## src/rtl/ps2_pkg.sv

```systemverilog
// Shared types and constants for the PS/2 receive path.
package ps2_pkg;

    typedef enum logic [1:0] {
        IDLE,
        DATA,
        PARITY,
        STOP
    } ps2_state_t;

    localparam int DATA_BITS              = 8;
    localparam int FRAME_BITS             = 11;
    localparam int DEFAULT_TIMEOUT_CYCLES = 100000;

endpackage

```

## src/rtl/sync_fifo.sv

```systemverilog
// Single-clock first-word-fall-through FIFO; a pop frees a slot for a push in the same cycle.
module sync_fifo #(
    parameter int WIDTH = 8,
    parameter int DEPTH = 8
) (
    input  logic                       clk,
    input  logic                       rst,
    input  logic                       wr_en,
    input  logic                       rd_en,
    input  logic [WIDTH-1:0]           wr_data,
    output logic [WIDTH-1:0]           rd_data,
    output logic                       full,
    output logic                       empty,
    output logic [$clog2(DEPTH):0]     count
);

    localparam int AW = $clog2(DEPTH);
    localparam logic [AW:0] FULL_COUNT = (AW+1)'(DEPTH);

    logic [WIDTH-1:0] mem [DEPTH];
    logic [AW-1:0]    wr_ptr;
    logic [AW-1:0]    rd_ptr;
    logic             do_wr;
    logic             do_rd;

    assign empty   = (count == '0);
    assign full    = (count == FULL_COUNT);
    assign do_rd   = rd_en && !empty;
    assign do_wr   = wr_en && (!full || do_rd);
    assign rd_data = empty ? '0 : mem[rd_ptr];

    always_ff @(posedge clk) begin
        if (do_wr) begin
            mem[wr_ptr] <= wr_data;
        end
    end

    // Pointers wrap naturally because DEPTH is a power of two.
    always_ff @(posedge clk) begin
        if (rst) begin
            wr_ptr <= '0;
            rd_ptr <= '0;
            count  <= '0;
        end else begin
            if (do_wr) begin
                wr_ptr <= wr_ptr + 1'b1;
            end
            if (do_rd) begin
                rd_ptr <= rd_ptr + 1'b1;
            end
            case ({do_wr, do_rd})
                2'b10:   count <= count + 1'b1;
                2'b01:   count <= count - 1'b1;
                default: count <= count;
            endcase
        end
    end

endmodule

```

## src/rtl/ps2_rx_fifo.sv

```systemverilog
// PS/2 device-to-host receiver: synchronises the raw pins, decodes 11-bit frames
// and buffers good scan codes in a FIFO for the CPU.
module ps2_rx_fifo
    import ps2_pkg::*;
#(
    parameter int FIFO_DEPTH     = 8,
    parameter int TIMEOUT_CYCLES = DEFAULT_TIMEOUT_CYCLES
) (
    input  logic                          clk,
    input  logic                          rst,
    input  logic                          ps2_clk,
    input  logic                          ps2_data,
    input  logic                          rd_en,
    output logic [7:0]                    data_out,
    output logic                          int_req,
    output logic                          overflow,
    output logic                          frame_err,
    output logic [$clog2(FIFO_DEPTH):0]   count
);

    localparam int BW = $clog2(DATA_BITS);
    localparam int TW = $clog2(TIMEOUT_CYCLES + 1);

    logic clk_s1, clk_s2, clk_hist;
    logic data_s1, data_s2;
    logic fall;

    ps2_state_t             state, state_next;
    logic [DATA_BITS-1:0]   shift, shift_next;
    logic [BW-1:0]          bit_cnt, bit_cnt_next;
    logic                   parity_bit, parity_next;
    logic [TW-1:0]          tcnt;
    logic                   timeout;
    logic                   frame_good;
    logic                   frame_bad;
    logic                   fifo_full;
    logic                   fifo_empty;

    // Idle-high reset keeps the edge detector quiet while the bus is idle.
    always_ff @(posedge clk) begin
        if (rst) begin
            clk_s1   <= 1'b1;
            clk_s2   <= 1'b1;
            clk_hist <= 1'b1;
            data_s1  <= 1'b1;
            data_s2  <= 1'b1;
        end else begin
            clk_s1   <= ps2_clk;
            clk_s2   <= clk_s1;
            clk_hist <= clk_s2;
            data_s1  <= ps2_data;
            data_s2  <= data_s1;
        end
    end

    assign fall    = clk_hist && !clk_s2;
    assign timeout = (state != IDLE) && !fall && (tcnt == TW'(TIMEOUT_CYCLES - 1));

    always_ff @(posedge clk) begin
        if (rst) begin
            state      <= IDLE;
            shift      <= '0;
            bit_cnt    <= '0;
            parity_bit <= 1'b0;
            tcnt       <= '0;
            frame_err  <= 1'b0;
            overflow   <= 1'b0;
        end else begin
            state      <= state_next;
            shift      <= shift_next;
            bit_cnt    <= bit_cnt_next;
            parity_bit <= parity_next;
            frame_err  <= frame_bad;
            if (state == IDLE || fall || timeout) begin
                tcnt <= '0;
            end else begin
                tcnt <= tcnt + 1'b1;
            end
            // A full FIFO still accepts the byte if a pop lands in the same cycle.
            if (frame_good && fifo_full && !rd_en) begin
                overflow <= 1'b1;
            end
        end
    end

    always_comb begin
        state_next   = state;
        shift_next   = shift;
        bit_cnt_next = bit_cnt;
        parity_next  = parity_bit;
        frame_good   = 1'b0;
        frame_bad    = 1'b0;
        if (timeout) begin
            state_next = IDLE;
        end else if (fall) begin
            case (state)
                IDLE: begin
                    if (!data_s2) begin
                        state_next   = DATA;
                        bit_cnt_next = '0;
                    end
                end
                DATA: begin
                    shift_next   = {data_s2, shift[DATA_BITS-1:1]};
                    bit_cnt_next = bit_cnt + 1'b1;
                    if (bit_cnt == BW'(DATA_BITS - 1)) begin
                        state_next = PARITY;
                    end
                end
                PARITY: begin
                    parity_next = data_s2;
                    state_next  = STOP;
                end
                STOP: begin
                    if (data_s2 && (^{shift, parity_bit})) begin
                        frame_good = 1'b1;
                    end else begin
                        frame_bad = 1'b1;
                    end
                    state_next = IDLE;
                end
                default: state_next = IDLE;
            endcase
        end
    end

    sync_fifo #(
        .WIDTH (DATA_BITS),
        .DEPTH (FIFO_DEPTH)
    ) u_fifo (
        .clk     (clk),
        .rst     (rst),
        .wr_en   (frame_good),
        .rd_en   (rd_en),
        .wr_data (shift),
        .rd_data (data_out),
        .full    (fifo_full),
        .empty   (fifo_empty),
        .count   (count)
    );

    assign int_req = !fifo_empty;

endmodule

```

## config.mk

```make
export PLATFORM = sky130hd
export DESIGN_NAME = ps2_rx_fifo
export DESIGN_NICKNAME = d
export VERILOG_FILES = /design/src/rtl/ps2_pkg.sv /design/src/rtl/sync_fifo.sv /design/src/rtl/ps2_rx_fifo.sv
export SDC_FILE = /design/constraint.sdc
export NUM_CORES = 1
export LEC_CHECK = 0
export ABC_AREA = 1
export CELL_PAD_IN_SITES_DETAIL_PLACEMENT = 1
export CELL_PAD_IN_SITES_GLOBAL_PLACEMENT = 1
export CORE_ASPECT_RATIO = 1.1
export CORE_MARGIN = 2
export CORE_UTILIZATION = 47
export DETAILED_ROUTE_END_ITERATION = 10
export PLACE_DENSITY = 0.82
export SLEW_MARGIN = 20
export SYNTH_ARGS = -nofsm -noshare
export SYNTH_HDL_FRONTEND = slang
export SYNTH_SLANG_ARGS = --single-unit
```

## constraint.sdc

```tcl
create_clock -name clk -period 2.7 [get_ports clk]
set_input_delay 0.405 -clock clk [delete_from_list [all_inputs] [get_ports clk]]
set_output_delay 0.405 -clock clk [all_outputs]
set_load 0.01 [all_outputs]
```

# After elaboration in Yosys (flattened, before gate mapping)

Memories as Yosys holds them, arrays and structs flattened. A register that Yosys moved wholly into a read port is not among the register bits.
Index checks and enable logic that the tools add are counted.

Add/sub/neg operators: 6
Multipliers: 0
Div/mod/pow operators: 0
$lt $le $gt $ge: 0
Equality and inequality tests: 10
Shifts and indexed selects: 0
Mux-type cells: 16
Bitwise operators: 3
Reduce and logical (&&, ||, !) cells: 29

Operators with widths:

| cell                                                | number |
|---|---|
| adder 17 x 1 -> 17 bit, second input constant       | 1 |
| equality test 17 bit, second input constant         | 1 |
| adder 3 x 1 -> 3 bit, second input constant         | 3 |
| two-way mux 3 bit                                   | 3 |
| AND reduction 3 bit                                 | 3 |
| XOR reduction 9 bit                                 | 1 |
| logical AND 1 bit                                   | 8 |
| two-way mux 8 bit                                   | 1 |
| one-hot mux 2 bit (4 select lines)                  | 1 |
| one-hot mux 4 bit (2 select lines)                  | 1 |
| two-way mux 1 bit                                   | 7 |
| equality test 2 bit, second input constant          | 3 |
| one-hot mux 3 bit (2 select lines)                  | 1 |
| nonzero test 2 bit                                  | 3 |
| zero test 1 bit                                     | 5 |
| adder 4 x 1 -> 4 bit, second input constant         | 1 |
| equality test 2 x 1 -> 1 bit, second input constant | 2 |
| equality test 4 bit, second input constant          | 1 |
| zero test 4 bit                                     | 1 |
| two-way mux 2 bit                                   | 2 |
| inequality test 2 bit, second input constant        | 2 |
| AND reduction 4 bit                                 | 1 |
| OR reduction 2 bit                                  | 2 |
| OR reduction 4 bit                                  | 1 |
| other kinds (5)                                     | 9 |

Flip-flop bits (word level): 48
Latch bits: 0
Memory bits (writable): 64
Memory bits (read-only): 0
Input port bits: 5
Output and inout bits: 15
Logic and storage cells: 80
Memories: 1

Memories:

| memory     | words | width | rd ports | clocked after memory_dff | wr ports | line            | text |
|---|---|---|---|---|---|---|---|
| u_fifo.mem | 8     | 8     | 1        | 1                        | 1        | sync_fifo.sv:20 | `logic [WIDTH-1:0] mem [DEPTH];` |

# Longest topological paths before layout

Word-level depth: 9
Gate-level depth with buffers: 18
Mapped depth without buffers: 18

# Modules after synthesis

A second synthesis with hierarchy kept.

Cell total of the unflattened synthesis: 524
Area total of the unflattened synthesis: 4978.5 um2

Modules (own cells, without submodules):

| module      | instances | cells an instance | area an instance (um2) | seq. area each (um2) |
|---|---|---|---|---|
| sync_fifo   | 1         | 294               | 3214.3                 | 2182.1 |
| ps2_rx_fifo | 1         | 230               | 1764.2                 | 760.7 |

# Worst setup path after synthesis

No wires, ideal clock.

Path type: register to register
Start: register shift[0]
End: register u_fifo.count[3]
Data arrival time: 2.318 ns
Required time: 2.630 ns
Slack: 0.312 ns
Stages on the path, launching flop included: 18
Buffers on the path: 0
Clock period less this slack: 2.388 ns
Path through: dfxtp_1 -> inv_1 -> nand2_1 -> nand2_1 -> nand2_1 -> nand3_1 -> nand2_1 -> nand2_1 -> nand2_1 -> nand4_2 -> ha_1 -> ha_1 -> nand2_1 -> nor2_1 -> a211oi_1 -> xor2_1 -> nand2_1 -> a21oi_1

Cells in the longest elaborated chain, start to end: 9

RTL lines:

| item                                                                            | line               | text |
|---|---|---|
| from (decl)                                                                     | ps2_rx_fifo.sv:29  | `logic [DATA_BITS-1:0] shift, shift_next;` |
| from (signal assigned)                                                          | ps2_rx_fifo.sv:70  | `shift <= shift_next;` |
| XOR reduction 9 bit *                                                           | ps2_rx_fifo.sv:115 | `if (data_s2 && (^{shift, parity_bit})) begin` |
| logical AND 1 bit *                                                             | ps2_rx_fifo.sv:115 |  |
| two-way mux 1 bit *                                                             | ps2_rx_fifo.sv:115 |  |
| two-way mux 1 bit *                                                             | ps2_rx_fifo.sv:96  | `case (state)` |
| two-way mux 1 bit *                                                             | ps2_rx_fifo.sv:95  | `end else if (fall) begin` |
| two-way mux 1 bit *                                                             | ps2_rx_fifo.sv:93  | `if (timeout) begin` |
| logical AND 1 bit *                                                             | sync_fifo.sv:29    | `assign do_wr = wr_en && (!full \|\| do_rd);` |
| equality test 2 x 1 -> 1 bit / equality test 2 bit (equally long branches)      | sync_fifo.sv:51    | `case ({do_wr, do_rd})` |
| one-hot mux 4 bit (2 select lines) / nonzero test 2 bit (equally long branches) | --                 |  |
| to (signal assigned)                                                            | sync_fifo.sv:52    | `2'b10: count <= count + 1'b1;` |
| to (signal assigned)                                                            | sync_fifo.sv:53    | `2'b01: count <= count - 1'b1;` |
| to (signal assigned)                                                            | sync_fifo.sv:54    | `default: count <= count;` |
| to (decl)                                                                       | sync_fifo.sv:14    | `output logic [$clog2(DEPTH):0] count` |

Every way passes the cells marked *; elsewhere a longest branch is shown, timed or not.
A chain may end at the register's enable or synchronous reset.

# Worst setup path in the final report

Start: register shift[1]
End: register u_fifo.count[3]

The elaborated chain is that of the path after synthesis.

==> run summary <==
total of max-cap violations: 0
Setup-failing EPs final: 1
Worst Setup Path Type: reg -> reg
CP Launch Point: shift[1]
status: finished with violations
Inserted Diodes: 0
Cell variety after synth: 36
H-tree Lvls: 4
RSZ-0062 raised after global routing: true
PwrDens: 848.0 nW/um2
Fin Hold WS: 0.4098 ns
clk slew on worst S/H paths: 0.06 ns
area growth from synthesis to layout: 25.70%
portion of total power attributed to the clock network: 41.1%
CTS Hold Bufs: 0
crit path to: u_fifo.count[3]
Mapped Area: 5030 um2
DR pass1 iterations: 4
NetSw: 1.605 mW
Total GRT Usage: 23.95%
final hold violations: 0
ys async rst share: 0%
CTS sink cnt: 115
CP endpoint kind: flip-flop
FF-to-FF End: u_fifo.count[3]
ranking of synthesized cells by area: edfxtp_1 (38%), dfxtp_1 (20%), nand2_1 (6.5%)
share of layout cells above drive strength 1: 20.20%
VDD IR max: 0.4803 mV
flops & latches, synth: 115
clk_skew: 0.007515 ns
die width: 102.6 um
Int Pwr: 3.756 mW
EDFF count, synth: 64
commonest cells after routing, fill and taps aside: nor2_1 (75), nand2_1 (75), edfxtp_1 (64), inv_1 (56), o21ai_0 (55)
Fmax: 363.5 MHz
ys flop type: edfxtp_1
period utilisation layout: 101.9%
CTS buffer count: 17
sequential area share after synthesis: 58.51%
Routed Antenna Nets: 0
Total Die Area: 11550 um2
Gate Count Post-Synth: 536
Clock Root Buffer: clkbuf_16
worst r2r src: shift[1]
sequential share of power: 36.2%
Yosys top cell area share: 38.21%
total power: 5.361 mW
DPL Wire Length: 8394 um
Slew Limit Fails: 0
failing checks: setup timing
fin crit period: 2.751 ns
Net Sw Frac: 29.94%
# port buffers: 19
number of remaining DRC errors: 0
reg2reg path depth: 18
TritonCTS clock tree: done
total grt overflow: 0
final net count: 609
combinational share of power: 22.7%
Via density: 5.359
largest net degree at the start of global routing: 33
row cnt: 39
CORE AREA: 10390 um2
P_leak: 2.556 nW
Worst EP arrival: 3.09 ns
initial antenna violation count: 0
final worst slack: -0.05130 ns
Avg WL per Cell: 18.24 um
GP Congestion: 0.8059
Setup crit start kind: flip-flop
Least-Margin Pin Slew: 0.5570 ns
path category of the worst min-delay check: reg -> reg
Clock Tree Buf Depth: 2
Starting Density: 48.39%
routed wire length: 13630 um
area leader, netlist: edfxtp_1
first-pass GRT wire length: 20950 um
Synth warnings: 0
Worst EP required: 3.04 ns
syn avg cell area: 9.384 um2
Die Y: 112.5 um
Worst-Skew Late Latency: 0.41 ns
highest fanout seen on the critical path: 5
drt initial violations: 213
post-placement worst setup slack: -0.04930 ns
r2r setup slk: -0.05 ns
Slew HR: 62.48%
vias in the first global route: 4199
io pins: 20
Mapped Nets: 554
vias post-DR: 4003
through the flow:
| stage | TNS [ns] | util [%] | instance area, um2 | cells |
|---|---|---|---|---|
| after floorplan | 0 | - | 5030 | 536 |
| after CTS | 0 | 59.30 | 6163 | 743 |
| final | -0.05130 | 60.83 | 6322 | 747 |
| after global placement | 0 | 53.47 | 5558 | 711 |
| after global routing | -0.3997 | 60.83 | 6322 | 747 |
| after detailed placement | -0.04930 | 53.47 | 5558 | 711 |
sequential cells by signal (all words and copies together) (netlist names), named ones only:
name           count
data_s1            1
data_s2            1
overflow           1
bit_cnt            3
tcnt              17
frame_err          1
parity_bit         1
u_fifo.wr_ptr      3
clk_s1             1
u_fifo.count       4
state              2
clk_hist           1
u_fifo.mem        64
u_fifo.rd_ptr      3
shift              8
clk_s2             1
what timing repair did:
| action | CTS | global route |
|---|---|---|
| pin swaps | 1 | 9 |
| resized for setup | 9 | 43 |
| buffers inserted | 0 | 4 |
| setup endpoints to repair | 9 | 9 |
layer usage:
layer	routed length [um]	GRT usage, %
met1	5413	26.59
met5	0	0
met3	433	4.981
met4	357	9.333
met2	7425	43.88
power groups by stage:
stage / clock network (mW) / registers [mW] / logic, mW
after floorplan: 0 / 1.96 / 0.628
after global placement: 0 / 1.96 / 1.04
after detailed placement: 0 / 1.97 / 1.12
after CTS: 2.22 / 1.94 / 1.16
after global routing: 2.31 / 1.95 / 1.35
final: 2.20 / 1.94 / 1.22
worst max-delay path: stages (launching register included):
cell and delay [ns]:
dfxtp_4 0.36, inv_2 0.08, nand2_2 0.10, nand2_4 0.10, inv_1 0.05, nand2_1 0.09, nand3_2 0.10, nand2_2 0.09
nand2_2 0.07, nand2_4 0.10, nand4_4 0.09, ha_4 0.22, ha_1 0.29, nand2_1 0.08, nor2_1 0.05, a211oi_2 0.23
xor2_1 0.24, nand2_1 0.14, a21oi_2 0.20
logic make-up after synthesis:
group,count (synthesis),synth area share [%]
AOI/OAI and AO/OA,104,10.85
xor gates and xnor gates,9,1.567
adders and majority gates,13,3.383
buffers and inverters,77,5.821
DFF,115,58.51
and+or+nand+nor,218,19.88
cell type report:
| class | instances | area, um2 |
|---|---|---|
| clock buffer | 18 | 429.2 |
| clock inverter | 14 | 153.9 |
| fill | 1154 | 4071 |
| inverter | 63 | 236.5 |
| multi-input combinational | 344 | 1904 |
| sequential | 115 | 2968 |
| tap | 143 | 178.9 |
| timing repair buffer | 50 | 451.7 |
cell usage after synthesis (all sizes together), types with 2 or more instances:
| cell type | instances |
|---|---|
| or2 | 7 |
| xnor2 | 2 |
| edfxtp | 64 |
| nor2 | 81 |
| clkbuf | 12 |
| a31oi | 8 |
| nand4 | 9 |
| nand3 | 15 |
| nand2 | 89 |
| nor3 | 12 |
| ha | 12 |
| a21oi | 28 |
| o22ai | 8 |
| xor2 | 7 |
| buf | 2 |
| o21ai | 58 |
| nor3b | 2 |
| nand3b | 2 |
| dfxtp | 51 |
| inv | 63 |
worst min path at each step:
| stage | slack, ns | start | cells past startpoint | end |
|---|---|---|---|---|
| floorplan | 0.39 | clk_s1 | 1 | clk_s2 |
| global placement | 0.39 | data_s1 | 1 | data_s2 |
| detailed placement | 0.41 | data_s1 | 1 | data_s2 |
| CTS | 0.41 | clk_s1 | 1 | clk_s2 |
| global route | 0.44 | clk_s1 | 1 | clk_s2 |
| finish | 0.41 | clk_s1 | 1 | clk_s2 |
Power figures use the tool's default switching activity.
